## src/rtl/div_issue_ctrl.sv

```systemverilog
// div_issue_ctrl: issue/collect initiator for the handshake divider (opdiv).
// Accepts DIV/DIVU/REM/REMU, resolves divide-by-zero and signed overflow locally,
// sends unsigned magnitudes to the divider, sign-corrects and returns a tagged result.
// Optional feature macro: DIV_RESULT_CACHE_EN (one-entry result cache).
// Ports:
//   clock, nreset        : clock (rising edge), synchronous active-low reset
//   flush_i              : kill the in-flight operation
//   req_*                : request channel (op, rs1, rs2, tag) with valid/ready
//   div_valid_o/ready_i  : operand channel to divider (div_a_o, div_b_o, div_signed_o)
//   div_valid_i/ready_o  : result channel from divider (div_quot_i, div_rem_i)
//   rsp_*                : response channel (data, tag) with valid/ready
module div_issue_ctrl #(
   parameter int unsigned WIDTH = 32,
   parameter int unsigned TAG_W = 5
) (
   input  logic             clock,
   input  logic             nreset,
   input  logic             flush_i,
   input  logic             req_valid_i,
   output logic             req_ready_o,
   input  logic [1:0]       req_op_i,
   input  logic [WIDTH-1:0] req_rs1_i,
   input  logic [WIDTH-1:0] req_rs2_i,
   input  logic [TAG_W-1:0] req_tag_i,
   output logic             div_valid_o,
   input  logic             div_ready_i,
   output logic [WIDTH-1:0] div_a_o,
   output logic [WIDTH-1:0] div_b_o,
   output logic             div_signed_o,
   input  logic             div_valid_i,
   output logic             div_ready_o,
   input  logic [WIDTH-1:0] div_quot_i,
   input  logic [WIDTH-1:0] div_rem_i,
   output logic             rsp_valid_o,
   input  logic             rsp_ready_i,
   output logic [WIDTH-1:0] rsp_data_o,
   output logic [TAG_W-1:0] rsp_tag_o
);

   localparam int unsigned MSB = WIDTH - 1;
   localparam logic [WIDTH-1:0] MIN_V  = {1'b1, {(WIDTH-1){1'b0}}};
   localparam logic [WIDTH-1:0] ONES_V = '1;

   typedef enum logic [2:0] {S_IDLE, S_ISSUE, S_WAIT, S_RESP, S_DRAIN} state_t;

   function automatic logic [WIDTH-1:0] neg_f(input logic [WIDTH-1:0] x);
      return (~x) + WIDTH'(1);
   endfunction

   state_t           state_q, state_d;
   logic             live_q;
   logic             killed_q, killed_d;
   logic             is_rem_q, is_rem_d;
   logic             qneg_q, qneg_d;
   logic             rneg_q, rneg_d;
   logic [WIDTH-1:0] div_a_q, div_a_d, div_b_q, div_b_d;
   logic [WIDTH-1:0] rsp_data_q, rsp_data_d;
   logic [TAG_W-1:0] rsp_tag_q, rsp_tag_d;
   logic             div_valid_q, div_valid_d;
   logic             div_ready_q, div_ready_d;
   logic             rsp_valid_q, rsp_valid_d;

   logic             req_signed_c, accept_c, special_c, fill_c;
   logic [WIDTH-1:0] abs1_c, abs2_c, special_data_c, quot_fix_c, rem_fix_c;
   logic             cache_hit_c;
   logic [WIDTH-1:0] cache_quot_c, cache_rem_c;

   // live_q keeps req_ready_o low while reset is held
   assign req_ready_o  = live_q && (state_q == S_IDLE) && !flush_i;
   assign accept_c     = req_ready_o && req_valid_i;
   assign div_valid_o  = div_valid_q;
   assign div_ready_o  = div_ready_q;
   assign rsp_valid_o  = rsp_valid_q;
   assign div_a_o      = div_a_q;
   assign div_b_o      = div_b_q;
   assign rsp_data_o   = rsp_data_q;
   assign rsp_tag_o    = rsp_tag_q;
   assign div_signed_o = 1'b0;
   assign fill_c       = (state_q == S_WAIT) && div_valid_i && !flush_i;

   // Operand magnitudes, special-case detection and result sign correction
   always_comb begin
      req_signed_c   = ~req_op_i[0];
      abs1_c         = (req_signed_c && req_rs1_i[MSB]) ? neg_f(req_rs1_i) : req_rs1_i;
      abs2_c         = (req_signed_c && req_rs2_i[MSB]) ? neg_f(req_rs2_i) : req_rs2_i;
      special_c      = 1'b0;
      special_data_c = '0;
      if (req_rs2_i == '0) begin
         special_c      = 1'b1;
         special_data_c = req_op_i[1] ? req_rs1_i : ONES_V;
      end else if (req_signed_c && (req_rs1_i == MIN_V) && (req_rs2_i == ONES_V)) begin
         special_c      = 1'b1;
         special_data_c = req_op_i[1] ? '0 : MIN_V;
      end
      quot_fix_c = qneg_q ? neg_f(div_quot_i) : div_quot_i;
      rem_fix_c  = (rneg_q && (div_rem_i != '0)) ? neg_f(div_rem_i) : div_rem_i;
   end

`ifdef DIV_RESULT_CACHE_EN
   logic             cache_vld_q, cache_vld_d;
   logic             cache_sgn_q, cache_sgn_d;
   logic [WIDTH-1:0] cache_rs1_q, cache_rs1_d, cache_rs2_q, cache_rs2_d;
   logic [WIDTH-1:0] cache_quot_q, cache_quot_d, cache_rem_q, cache_rem_d;
   logic             key_sgn_q, key_sgn_d;
   logic [WIDTH-1:0] key_rs1_q, key_rs1_d, key_rs2_q, key_rs2_d;

   // Key of the in-flight request is latched on accept, written to the cache on completion
   always_comb begin
      key_sgn_d    = key_sgn_q;
      key_rs1_d    = key_rs1_q;
      key_rs2_d    = key_rs2_q;
      cache_vld_d  = cache_vld_q;
      cache_sgn_d  = cache_sgn_q;
      cache_rs1_d  = cache_rs1_q;
      cache_rs2_d  = cache_rs2_q;
      cache_quot_d = cache_quot_q;
      cache_rem_d  = cache_rem_q;
      if (accept_c) begin
         key_sgn_d = req_signed_c;
         key_rs1_d = req_rs1_i;
         key_rs2_d = req_rs2_i;
      end
      if (fill_c) begin
         cache_vld_d  = 1'b1;
         cache_sgn_d  = key_sgn_q;
         cache_rs1_d  = key_rs1_q;
         cache_rs2_d  = key_rs2_q;
         cache_quot_d = quot_fix_c;
         cache_rem_d  = rem_fix_c;
      end
      cache_hit_c  = cache_vld_q && (cache_sgn_q == req_signed_c) &&
                     (cache_rs1_q == req_rs1_i) && (cache_rs2_q == req_rs2_i);
      cache_quot_c = cache_quot_q;
      cache_rem_c  = cache_rem_q;
   end

   always_ff @(posedge clock) begin
      if (!nreset) begin
         key_sgn_q    <= 1'b0;
         key_rs1_q    <= '0;
         key_rs2_q    <= '0;
         cache_vld_q  <= 1'b0;
         cache_sgn_q  <= 1'b0;
         cache_rs1_q  <= '0;
         cache_rs2_q  <= '0;
         cache_quot_q <= '0;
         cache_rem_q  <= '0;
      end else begin
         key_sgn_q    <= key_sgn_d;
         key_rs1_q    <= key_rs1_d;
         key_rs2_q    <= key_rs2_d;
         cache_vld_q  <= cache_vld_d;
         cache_sgn_q  <= cache_sgn_d;
         cache_rs1_q  <= cache_rs1_d;
         cache_rs2_q  <= cache_rs2_d;
         cache_quot_q <= cache_quot_d;
         cache_rem_q  <= cache_rem_d;
      end
   end
`else
   assign cache_hit_c  = 1'b0;
   assign cache_quot_c = '0;
   assign cache_rem_c  = '0;
`endif

   // Next-state and registered-output logic
   always_comb begin
      state_d    = state_q;
      killed_d   = killed_q;
      is_rem_d   = is_rem_q;
      qneg_d     = qneg_q;
      rneg_d     = rneg_q;
      div_a_d    = div_a_q;
      div_b_d    = div_b_q;
      rsp_data_d = rsp_data_q;
      rsp_tag_d  = rsp_tag_q;
      unique case (state_q)
         S_IDLE: begin
            if (accept_c) begin
               killed_d  = 1'b0;
               is_rem_d  = req_op_i[1];
               qneg_d    = req_signed_c && (req_rs1_i[MSB] ^ req_rs2_i[MSB]);
               rneg_d    = req_signed_c && req_rs1_i[MSB];
               div_a_d   = abs1_c;
               div_b_d   = abs2_c;
               rsp_tag_d = req_tag_i;
               if (special_c) begin
                  rsp_data_d = special_data_c;
                  state_d    = S_RESP;
               end else if (cache_hit_c) begin
                  rsp_data_d = req_op_i[1] ? cache_rem_c : cache_quot_c;
                  state_d    = S_RESP;
               end else begin
                  state_d = S_ISSUE;
               end
            end
         end
         S_ISSUE: begin
            // operands stay offered even when killed; the divider result is drained
            if (flush_i) killed_d = 1'b1;
            if (div_ready_i) state_d = (killed_q || flush_i) ? S_DRAIN : S_WAIT;
         end
         S_WAIT: begin
            if (div_valid_i) begin
               if (flush_i) begin
                  state_d = S_IDLE;
               end else begin
                  rsp_data_d = is_rem_q ? rem_fix_c : quot_fix_c;
                  state_d    = S_RESP;
               end
            end else if (flush_i) begin
               state_d = S_DRAIN;
            end
         end
         S_RESP: begin
            if (flush_i || rsp_ready_i) state_d = S_IDLE;
         end
         S_DRAIN: begin
            if (div_valid_i) state_d = S_IDLE;
         end
         default: state_d = S_IDLE;
      endcase
      div_valid_d = (state_d == S_ISSUE);
      div_ready_d = (state_d == S_WAIT) || (state_d == S_DRAIN);
      rsp_valid_d = (state_d == S_RESP);
   end

   // State and output registers
   always_ff @(posedge clock) begin
      if (!nreset) begin
         state_q     <= S_IDLE;
         live_q      <= 1'b0;
         killed_q    <= 1'b0;
         is_rem_q    <= 1'b0;
         qneg_q      <= 1'b0;
         rneg_q      <= 1'b0;
         div_a_q     <= '0;
         div_b_q     <= '0;
         rsp_data_q  <= '0;
         rsp_tag_q   <= '0;
         div_valid_q <= 1'b0;
         div_ready_q <= 1'b0;
         rsp_valid_q <= 1'b0;
      end else begin
         state_q     <= state_d;
         live_q      <= 1'b1;
         killed_q    <= killed_d;
         is_rem_q    <= is_rem_d;
         qneg_q      <= qneg_d;
         rneg_q      <= rneg_d;
         div_a_q     <= div_a_d;
         div_b_q     <= div_b_d;
         rsp_data_q  <= rsp_data_d;
         rsp_tag_q   <= rsp_tag_d;
         div_valid_q <= div_valid_d;
         div_ready_q <= div_ready_d;
         rsp_valid_q <= rsp_valid_d;
      end
   end

endmodule

```

## config.mk

```make
export PLATFORM = sky130hd
export DESIGN_NAME = div_issue_ctrl
export DESIGN_NICKNAME = d
export VERILOG_FILES = /design/src/rtl/div_issue_ctrl.sv
export SDC_FILE = /design/constraint.sdc
export NUM_CORES = 1
export LEC_CHECK = 0
export CORE_UTILIZATION = 30
export CTS_CLUSTER_SIZE = 28
export DETAILED_ROUTE_END_ITERATION = 8
export MAX_ROUTING_LAYER = met4
export SLEW_MARGIN = 20
export SYNTH_ARGS = -nofsm -noshare
export SYNTH_HDL_FRONTEND = slang
export SYNTH_SLANG_ARGS = --single-unit
```

## constraint.sdc

```tcl
create_clock -name clock -period 4.4 [get_ports clock]
set_input_delay 0.88 -clock clock [delete_from_list [all_inputs] [get_ports clock]]
set_output_delay 0.88 -clock clock [all_outputs]
set_load 0.05 [all_outputs]
```

==> metrics.txt, run 1 <==
Post-CTS Setup Repair Bufs 0; htree depth 3; DR vias/cell 5.391; fin nets 1349; TNS Setup 0 ns; Resized Gates After CTS 0; design area 10500 um2; post-route antenna net violation count 0; root buf cell clkbuf_16; Area Overhead vs Synth 40.85%; outcome finished clean; highest clock rate 267.1 MHz; Slew @ Worst Pin 0.9118 ns; Worst-path clk slew 0.08 ns; hold buffers post-CTS 0; switching pwr 0.7915 mW; async set or reset register ratio after synthesis 0; GP Congestion 0.9234; Sw Ratio 0.3085; Hold Crit Class reg -> reg; FF+latch count, synth 112; CTS Sinks 112; Routed Wire Length 30200 um; CP max stage delay 0.63 ns; crit start category input port; CP endpoint kind flip-flop; DRC Markers 0; total power 2.566 mW; wire per inst 19.76 um; largest fanout on the critical path 25; Cells after Synth 989; clock share of power 0.322; Synth cell types 67; Post-Place Cell Area 10220 um2; diode count 0; vias in the first global route 7696; first-pass GRT wire length 45750 um; Tmin final 3.744 ns; initial antenna violation count 0; Leak Pwr 3.405 nW; CTS tree built; Synth Warn # 0; final setup vio count 0; Post-synth EDFFs 0; sequential fraction of the synthesis area 0.3007; CP Buf/Inv Count 2; Final WS setup 0.6565 ns; Num CTS Buffers 9; FP Rows 57; Final Hold Viols 0; Post-synth top cells nor2_1, dfxtp_1, a21oi_1; area leader, netlist dfxtp_1; CP arrival 4.03 ns; Port Buf Inserts 246; I/O pin count 248; post-DP HPWL 23770 um; max-cap violations 0; Die X 159.7 um; largest cells by area after synthesis dfxtp_1, xnor2_1, nor2_1; Max Clock Skew 0.01056 ns; Initial Util 0.3066; crit-path cells clkdlybuf4s50_1, or4_1, nor3_1, nand4b_1, o21ai_1, a21o_1, buf_4, o211ai_1, a31oi_1; Comb pwr share 0.262; Setup WS pre-CTS 0.3806 ns; worst hold margin 0.4548 ns; Avg Inst Size Synth 7.539 um2; Post-Synthesis Cell Area 7456 um2; total track usage 0.2385; Final Cycle Share 0.8508; dominant synthesized flop cell dfxtp_1; Slew Viols, Final 0; clk_lat worst skew 0.36 ns; Int Pwr 1.774 mW; RSZ-0062 raised after global routing false; most frequent cell after synthesis nor2_1; WS Path Type in -> reg; Sequential Power Share 0.417; GR Overflow Total 0; via count 8238; PD cells 244.3 nW/um2; Iteration-0 DRC Markers 785; CP max-delay cell or4_1; die height 159.7 um; Worst VDD drop 0.1677 mV; relative slew slack 0.3894; Core Box Area 24320 um2; clk buf depth 2; CP required 4.68 ns; die area 25490 um2; fraction of layout cells with a size suffix above 1 0.04236; largest net degree at the start of global routing 46; DRT Pass-1 Iters 5; CP top delay family simple AND/OR/NAND/NOR gates; Net Count, Synth 1136; Synth top area share 0.3007
==> cell families (layout without fill, tap and decap cells) <==
group                      Yosys count  in the layout  synth area share
adders and majority gates            5              5          0.008391
muxes                                6              6          0.008223
buffers and inverters               85            300           0.04564
AOI/OAI and AO/OA                  318            318            0.2767
DFF                                112            112            0.3007
xor gates and xnor gates           107            107            0.1257
and+or+nand+nor                    355            355            0.2341
other                                1              1         0.0005030
==> stage by stage <==
step / utilization / std cells
after CTS: 0.4317 / 1528
after floorplan: - / 989
final: 0.4318 / 1528
after detailed placement: 0.4203 / 1515
after global routing: 0.4318 / 1528
after global placement: 0.4203 / 1515
==> sequential cells by signal (all words and copies together), names as in the netlist <==
name and cells:
qneg_q 1, rsp_valid_o 1, rneg_q 1, rsp_tag_o 5, state_q 3, div_a_o 32, live_q 1, div_valid_o 1
rsp_data_o 32, div_b_o 32, div_ready_o 1, killed_q 1, is_rem_q 1
==> worst register-to-register path, cell delays in order (launching register included) <==
cell and delay, ns:
dfxtp_1 0.49, or3b_2 0.72, nor3b_1 0.78, a21o_1 0.33, buf_4 0.31, o211ai_1 0.13
a31oi_1 0.18
==> cells in the final DEF (no fill, tap or decap), drive strengths merged, types with 3 or more instances in the layout <==
cell type / n
o211ai: 12
nand4: 12
a21oi: 79
nor3b: 4
inv: 19
a211o: 4
o22ai: 6
xor2: 52
or2: 3
nor4: 17
xnor2: 55
o31ai: 26
nor2: 128
nand2b: 11
a21o: 3
buf: 22
o41ai: 18
nand3b: 3
and2: 3
mux2i: 5
and3: 3
a211oi: 42
ha: 5
nand4b: 4
nor3: 34
dfxtp: 112
a31oi: 20
nor4b: 3
o21ai: 82
clkbuf: 12
nand3: 13
or3: 18
a41oi: 3
clkdlybuf4s50: 245
a311oi: 8
or4: 18
nand2: 74
a22o: 4
==> layout make-up <==
| class | instances | area (um2) |
|---|---|---|
| clock buffer | 12 | 246.5 |
| clock inverter | 1 | 30.03 |
| fill | 2454 | 13820 |
| inverter | 20 | 75.07 |
| multi-input combinational | 792 | 4885 |
| sequential | 112 | 2242 |
| tap | 324 | 405.4 |
| timing repair buffer | 267 | 2618 |
==> power by group through the flow <==
| stage | clock network (mW) | registers (mW) | logic [mW] |
|---|---|---|---|
| after floorplan | 0 | 1.20 | 0.225 |
| after global placement | 0 | 1.09 | 0.665 |
| after detailed placement | 0 | 1.09 | 0.668 |
| after CTS | 0.840 | 1.07 | 0.671 |
| after global routing | 0.876 | 1.07 | 0.715 |
| final | 0.825 | 1.07 | 0.671 |
==> layer usage <==
| layer | routed length [um] | GRT usage |
|---|---|---|
| met1 | 13210 | 0.3001 |
| met2 | 14610 | 0.4047 |
| met3 | 1919 | 0.03247 |
| met4 | 459 | 0.05157 |
| met5 | 0 | - |
==> final timing paths <==
path | startpoint | to | slack (ns) | cells after the start
worst min-delay path | div_b_o[18] | div_b_o[18] | 0.45 | 2
worst min register to register | div_b_o[18] | div_b_o[18] | 0.45 | 2
worst max register to register | state_q[1] | rsp_data_o[26] | 1.39 | 6
worst max-delay path | req_rs2_i[13] | rsp_data_o[26] | 0.66 | 9
No activity file was read; power rests on OpenSTA's default activity.
==> run 2: changes to the inputs <==
==> constraint.sdc (replaced) <==
create_clock -name clock -period 3.17 [get_ports clock]
set_input_delay 0.634 -clock clock [delete_from_list [all_inputs] [get_ports clock]]
set_output_delay 0.634 -clock clock [all_outputs]
set_load 0.05 [all_outputs]
==> metrics.txt, run 2 (synthesis results as in run 1) <==
crit-path cells clkdlybuf4s50_1, or4_1, or4_1, o41ai_1, xor2_1, a22o_1, a211o_1, a21oi_1 (was clkdlybuf4s50_1, or4_1, nor3_1, nand4b_1, o21ai_1, a21o_1, buf_4, o211ai_1, a31oi_1); Final WS setup 0.06510 ns (was 0.6565 ns); via count 9028 (was 8238); DR vias/cell 5.374 (was 5.391); WS Path Type in -> reg (unchanged); DRC Markers 0 (unchanged); worst hold margin 0.4515 ns (was 0.4548 ns); FP Rows 57 (unchanged); Slew Viols, Final 0 (unchanged); PD cells 311.2 nW/um2 (was 244.3 nW/um2); CTS Sinks 112 (unchanged); worst r2r src state_q[1] (unchanged); wire per inst 18.76 um (was 19.76 um); FF-to-FF End rsp_data_o[26] (unchanged); CP arrival 3.39 ns (was 4.03 ns); CTS tree built (unchanged); Slew @ Worst Pin 0.7231 ns (was 0.9118 ns); fraction of layout cells with a size suffix above 1 0.1536 (was 0.04236); Post-CTS Setup Repair Bufs 0 (unchanged); clk buf depth 2 (unchanged); CP required 3.46 ns (was 4.68 ns); most frequent CP cell or4_1; first-pass GRT wire length 47750 um (was 45750 um); largest fanout on the critical path 5 (was 25); post-DP HPWL 25360 um (was 23770 um); DRT Pass-1 Iters 5 (unchanged); Area Overhead vs Synth 57.07% (was 40.85%); total track usage 0.2487 (was 0.2385); post-route antenna net violation count 0 (unchanged); Initial Util 0.3066 (unchanged); initial antenna violation count 1 (was 0); Tmin final 3.105 ns; Leak Pwr 4.134 nW (was 3.405 nW); CP Buf/Inv Count 1 (was 2); Iteration-0 DRC Markers 687 (was 785); CP max stage delay 0.62 ns (was 0.63 ns); I/O pin count 248 (unchanged); Resized Gates After CTS 0 (unchanged); hold buffers post-CTS 0 (unchanged); die height 159.7 um (unchanged); final setup vio count 0 (unchanged); Final Cycle Share 0.9795; Setup WS pre-CTS -0.3113 ns (was 0.3806 ns); CP top delay family simple AND/OR/NAND/NOR gates (unchanged); Worst path depth 8 (was 9); Final Hold Viols 0 (unchanged); FILL cells 2446 (was 2454); Die X 159.7 um (unchanged); r2r setup slk 0.74 ns (was 1.39 ns); Max Clock Skew 0.008795 ns (was 0.01056 ns); Worst-path clk slew 0.08 ns (about the same); crit start category input port (unchanged); outcome finished clean (unchanged); relative slew slack 0.5173 (was 0.3894); CP endpoint kind flip-flop (unchanged); Routed Wire Length 31510 um (was 30200 um); vias in the first global route 8540 (was 7696); CP max-delay cell or4_1 (unchanged); root buf cell clkbuf_16 (unchanged); Worst Reg-to-Reg Cells 6 (unchanged); htree depth 3 (unchanged); Port Buf Inserts 246 (unchanged); total power 3.644 mW (was 2.566 mW); GP Congestion 0.9729 (was 0.9234); RSZ-0062 raised after global routing true (was false); most frequent cells in the layout clkdlybuf4s50_1, buf_4, nor2_1 (was clkdlybuf4s50_1, nor2_1, dfxtp_1); max-cap violations 0 (unchanged); largest net degree at the start of global routing 85 (was 46); GR Overflow Total 0 (unchanged); clk_lat worst skew 0.36 ns (about the same); Crit. Startpoint div_quot_i[4] (was req_rs2_i[13]); Worst setup endpoint rsp_data_o[18] (was rsp_data_o[26]); commonest non-fill, non-tap cell in the layout clkdlybuf4s50_1 (unchanged); fin nets 1496 (was 1349); Hold Crit Class reg -> reg (unchanged); Worst VDD drop 0.2199 mV (was 0.1677 mV); Core Box Area 24320 um2 (unchanged); highest clock rate 322.1 MHz; die area 25490 um2 (unchanged); Num CTS Buffers 9 (unchanged)
## run 2: cell count changes in the layout (fill, tap and decap cells not counted), sizes merged
cell      delta
buf        +147
clkinv       +4
clkbuf       -3
diode        +2
inv          +2
bufinv       -1
clkinvlp     +1
## run 2: where the power goes
| group | internal [mW] | leakage [nW] | switching [mW] |
|---|---|---|---|
| sequential | 1.45 | 0.910 | 0.0293 |
| combinational | 0.470 | 3.09 | 0.575 |
| clock | 0.543 | 0.136 | 0.573 |
| total | 2.47 | 4.13 | 1.18 |
## run 2: worst min path at each step
stage / start / endpoint / slack (ns) / cells past startpoint
after detailed placement: div_a_o[31] / div_a_o[31] / 0.44 / 2
after global placement: div_b_o[12] / div_b_o[12] / 0.44 / 2
after CTS: div_b_o[12] / div_b_o[12] / 0.45 / 2
after global routing: div_b_o[10] / div_b_o[10] / 0.47 / 2
final: div_b_o[29] / div_b_o[29] / 0.45 / 2
after floorplan: killed_q / killed_q / 0.50 / 2
## run 2: metrics by stage
stage	std cells	cell area, um2	TNS [ns]	util
2_1_floorplan	989	7462	0	-
3_3_place_gp	1662	11390	-5.522	0.4685
3_5_place_dp	1662	11390	-7.639	0.4685
4_1_cts	1678	11670	0	0.4801
5_1_grt	1679	11710	-0.03528	0.4815
6_report	1680	11710	0	0.4816
## run 2: worst register-to-register path: cells and delay by family (launching register included)
kind | cells | cell delay, ns
and+or+nand+nor | 2 | 1.05
buffers and inverters | 1 | 0.18
AOI/OAI and AO/OA | 3 | 0.62
DFF | 1 | 0.51
## run 2: per-layer routing
| metal | wire, um | GRT usage | part of all wire | up-vias |
|---|---|---|---|---|
| li1 | - | - | - | 4364 |
| met1 | 13560 | 0.3104 | 0.43 | 4174 |
| met2 | 14810 | 0.4039 | 0.47 | 420 |
| met3 | 2031 | 0.03532 | 0.064 | 70 |
| met4 | 1109 | 0.09790 | 0.035 | 0 |
| met5 | 0 | - | 0 | - |
## run 2: cell type report
cell class              instances  area (um2)  share of cell area
flip-flops and latches        112        2242              0.1915
clock buffers                   9       225.2             0.01923
repair buffers                414        3784              0.3231
diodes                          2       5.005           0.0004274
inverters                      20       75.07            0.006410
well taps                     324       405.4             0.03462
clock inverters                 7       56.30            0.004808
multi-input cells             792        4918              0.4200
==> run 3: changes to the inputs <==
--- a/config.mk
+++ b/config.mk
@@ -9,7 +9,9 @@
 export CTS_CLUSTER_SIZE = 28
 export DETAILED_ROUTE_END_ITERATION = 8
 export MAX_ROUTING_LAYER = met4
+export PLACE_DENSITY = 0.67
 export SLEW_MARGIN = 20
 export SYNTH_ARGS = -nofsm -noshare
 export SYNTH_HDL_FRONTEND = slang
 export SYNTH_SLANG_ARGS = --single-unit
+export TNS_END_PERCENT = 5
==> metrics.txt, run 3 (synthesis results as in run 1) <==
outcome finished clean (unchanged); largest fanout on the critical path 34 (was 5); CP endpoint kind flip-flop (unchanged); wl on met1 13710 um (was 13560 um); Setup WS pre-CTS -0.3701 ns (was -0.3113 ns); hold buffers post-CTS 0 (unchanged); CP required 3.46 ns (about the same); Initial Util 0.3066 (unchanged); GR Overflow Total 0 (unchanged); Num CTS Buffers 9 (unchanged); relative slew slack 0.4330 (was 0.5173); commonest non-fill, non-tap cell in the layout clkdlybuf4s50_1 (unchanged); max-cap violations 0 (unchanged); CP max stage delay 0.56 ns (was 0.62 ns); r2r setup slk 0.72 ns (was 0.74 ns); via count 9139 (was 9028); FF/Latch Area 2242 um2 (unchanged); htree depth 3 (unchanged); post-route antenna net violation count 0 (unchanged); most frequent cells in the layout clkdlybuf4s50_1, buf_4, nor2_1 (unchanged); WS Path Type in -> reg (unchanged); Slew Viols, Final 0 (unchanged); largest net degree at the start of global routing 89 (was 85); total track usage 0.2548 (was 0.2487); DRT Pass-1 Iters 5 (unchanged); final setup vio count 0 (unchanged); die area 25490 um2 (unchanged); clk buf depth 2 (unchanged); Worst-path clk slew 0.07 ns (was 0.08 ns); FILL cells 2415 (was 2446); area of the multi-input gates 4926 um2 (was 4918 um2); wire per inst 19.00 um (was 18.76 um); post-DP HPWL 26030 um (was 25360 um); initial antenna violation count 0 (was 1); DR top layer met4 (unchanged); Leak Pwr 4.200 nW (was 4.134 nW); CP max-delay cell or4_1 (unchanged); DRC Markers 0 (unchanged); I/O pin count 248 (unchanged); crit-path cells clkdlybuf4s50_1, or4_1, nor4_1, buf_4, nand3_1, o21ai_1, buf_4, a21o_1, buf_12, buf_4, o21ai_0, a31oi_1 (was clkdlybuf4s50_1, or4_1, or4_1, o41ai_1, xor2_1, a22o_1, a211o_1, a21oi_1); diode count 0 (was 2); Tmin final 3.032 ns (was 3.105 ns); Max Clock Skew 0.01254 ns (was 0.008795 ns); vias in the first global route 8618 (was 8540); RSZ-0062 raised after global routing false (was true); first-pass GRT wire length 48750 um (was 47750 um); FP Rows 57 (unchanged); TNS Setup 0 ns (unchanged); Worst VDD drop 0.2212 mV (was 0.2199 mV); met2 wire length 15070 um (was 14810 um); most frequent CP cell buf_4 (was or4_1); Area Overhead vs Synth 58.30% (was 57.07%); Final Cycle Share 0.9566 (was 0.9795); Slew @ Worst Pin 0.8493 ns (was 0.7231 ns); PD cells 309.2 nW/um2 (was 311.2 nW/um2); Routed Wire Length 32130 um (was 31510 um); CTS tree built (unchanged); clk_lat worst skew 0.37 ns (was 0.36 ns); highest clock rate 329.8 MHz (was 322.1 MHz); met3 WL post-DR 1974 um (was 2031 um); CTS Sinks 112 (unchanged); fraction of layout cells with a size suffix above 1 0.1617 (was 0.1536); Iteration-0 DRC Markers 555 (was 687); Final WS setup 0.1377 ns (was 0.06510 ns); worst hold margin 0.4535 ns (was 0.4515 ns); root buf cell clkbuf_16 (unchanged); fin nets 1509 (was 1496); crit start category input port (unchanged); Port Buf Inserts 246 (unchanged); DR vias/cell 5.404 (was 5.374); GP Congestion 0.9567 (was 0.9729); total power 3.649 mW (was 3.644 mW); post-layout util 0.4853 (was 0.4816); die height 159.7 um (unchanged); Die X 159.7 um (unchanged); CP Buf/Inv Count 5 (was 1); CP arrival 3.32 ns (was 3.39 ns); CP top delay family buffers and inverters (was simple AND/OR/NAND/NOR gates); Final Hold Viols 0 (unchanged); Core Box Area 24320 um2 (unchanged); Hold Crit Class reg -> reg (unchanged)
-- run 3: timing repair --
item	CTS	global route
setup endpoints to repair	1	15
gates resized for setup	1	6
pin swaps	0	0
setup buffers	0	0
-- run 3: cell type report --
type                       instances  share of cell area
tap                              324             0.03435
sequential                       112              0.1900
timing repair buffer             427              0.3288
inverter                          20            0.006361
multi-input combinational        792              0.4174
clock inverter                     5            0.003392
clock buffer                      11             0.01972
-- run 3: per-layer routing --
layer	vias to the layer above	global-route usage
met2	393	0.4129
met3	65	0.04286
li1	4383	-
met5	-	-
met4	0	0.1119
met1	4298	0.3102
-- run 3: path summary, 6_finish.rpt --
path	start	end	cells past startpoint
max reg2reg	state_q[1]	rsp_data_o[5]	8
min	div_b_o[16]	div_b_o[16]	2
max	req_rs1_i[11]	rsp_data_o[5]	12
min reg2reg	div_b_o[16]	div_b_o[16]	2
-- run 3: through the flow --
| stage | instances | instance area [um2] |
|---|---|---|
| after global routing | 1691 | 11800 |
| after detailed placement | 1675 | 11490 |
| after CTS | 1691 | 11770 |
| after global placement | 1675 | 11490 |
| final | 1691 | 11800 |
| after floorplan | 989 | 7462 |
-- run 3: power breakdown --
| part | switching [mW] | internal, mW | total (mW) |
|---|---|---|---|
| clock network | 0.571 | 0.543 | 1.11 |
| registers | 0.0311 | 1.45 | 1.49 |
| logic | 0.577 | 0.473 | 1.05 |
-- run 3: worst min-delay path: stages, from the launching register on --
cell and delay (ns):
dfxtp_1 0.31, nand2_1 0.05, a21oi_1 0.05
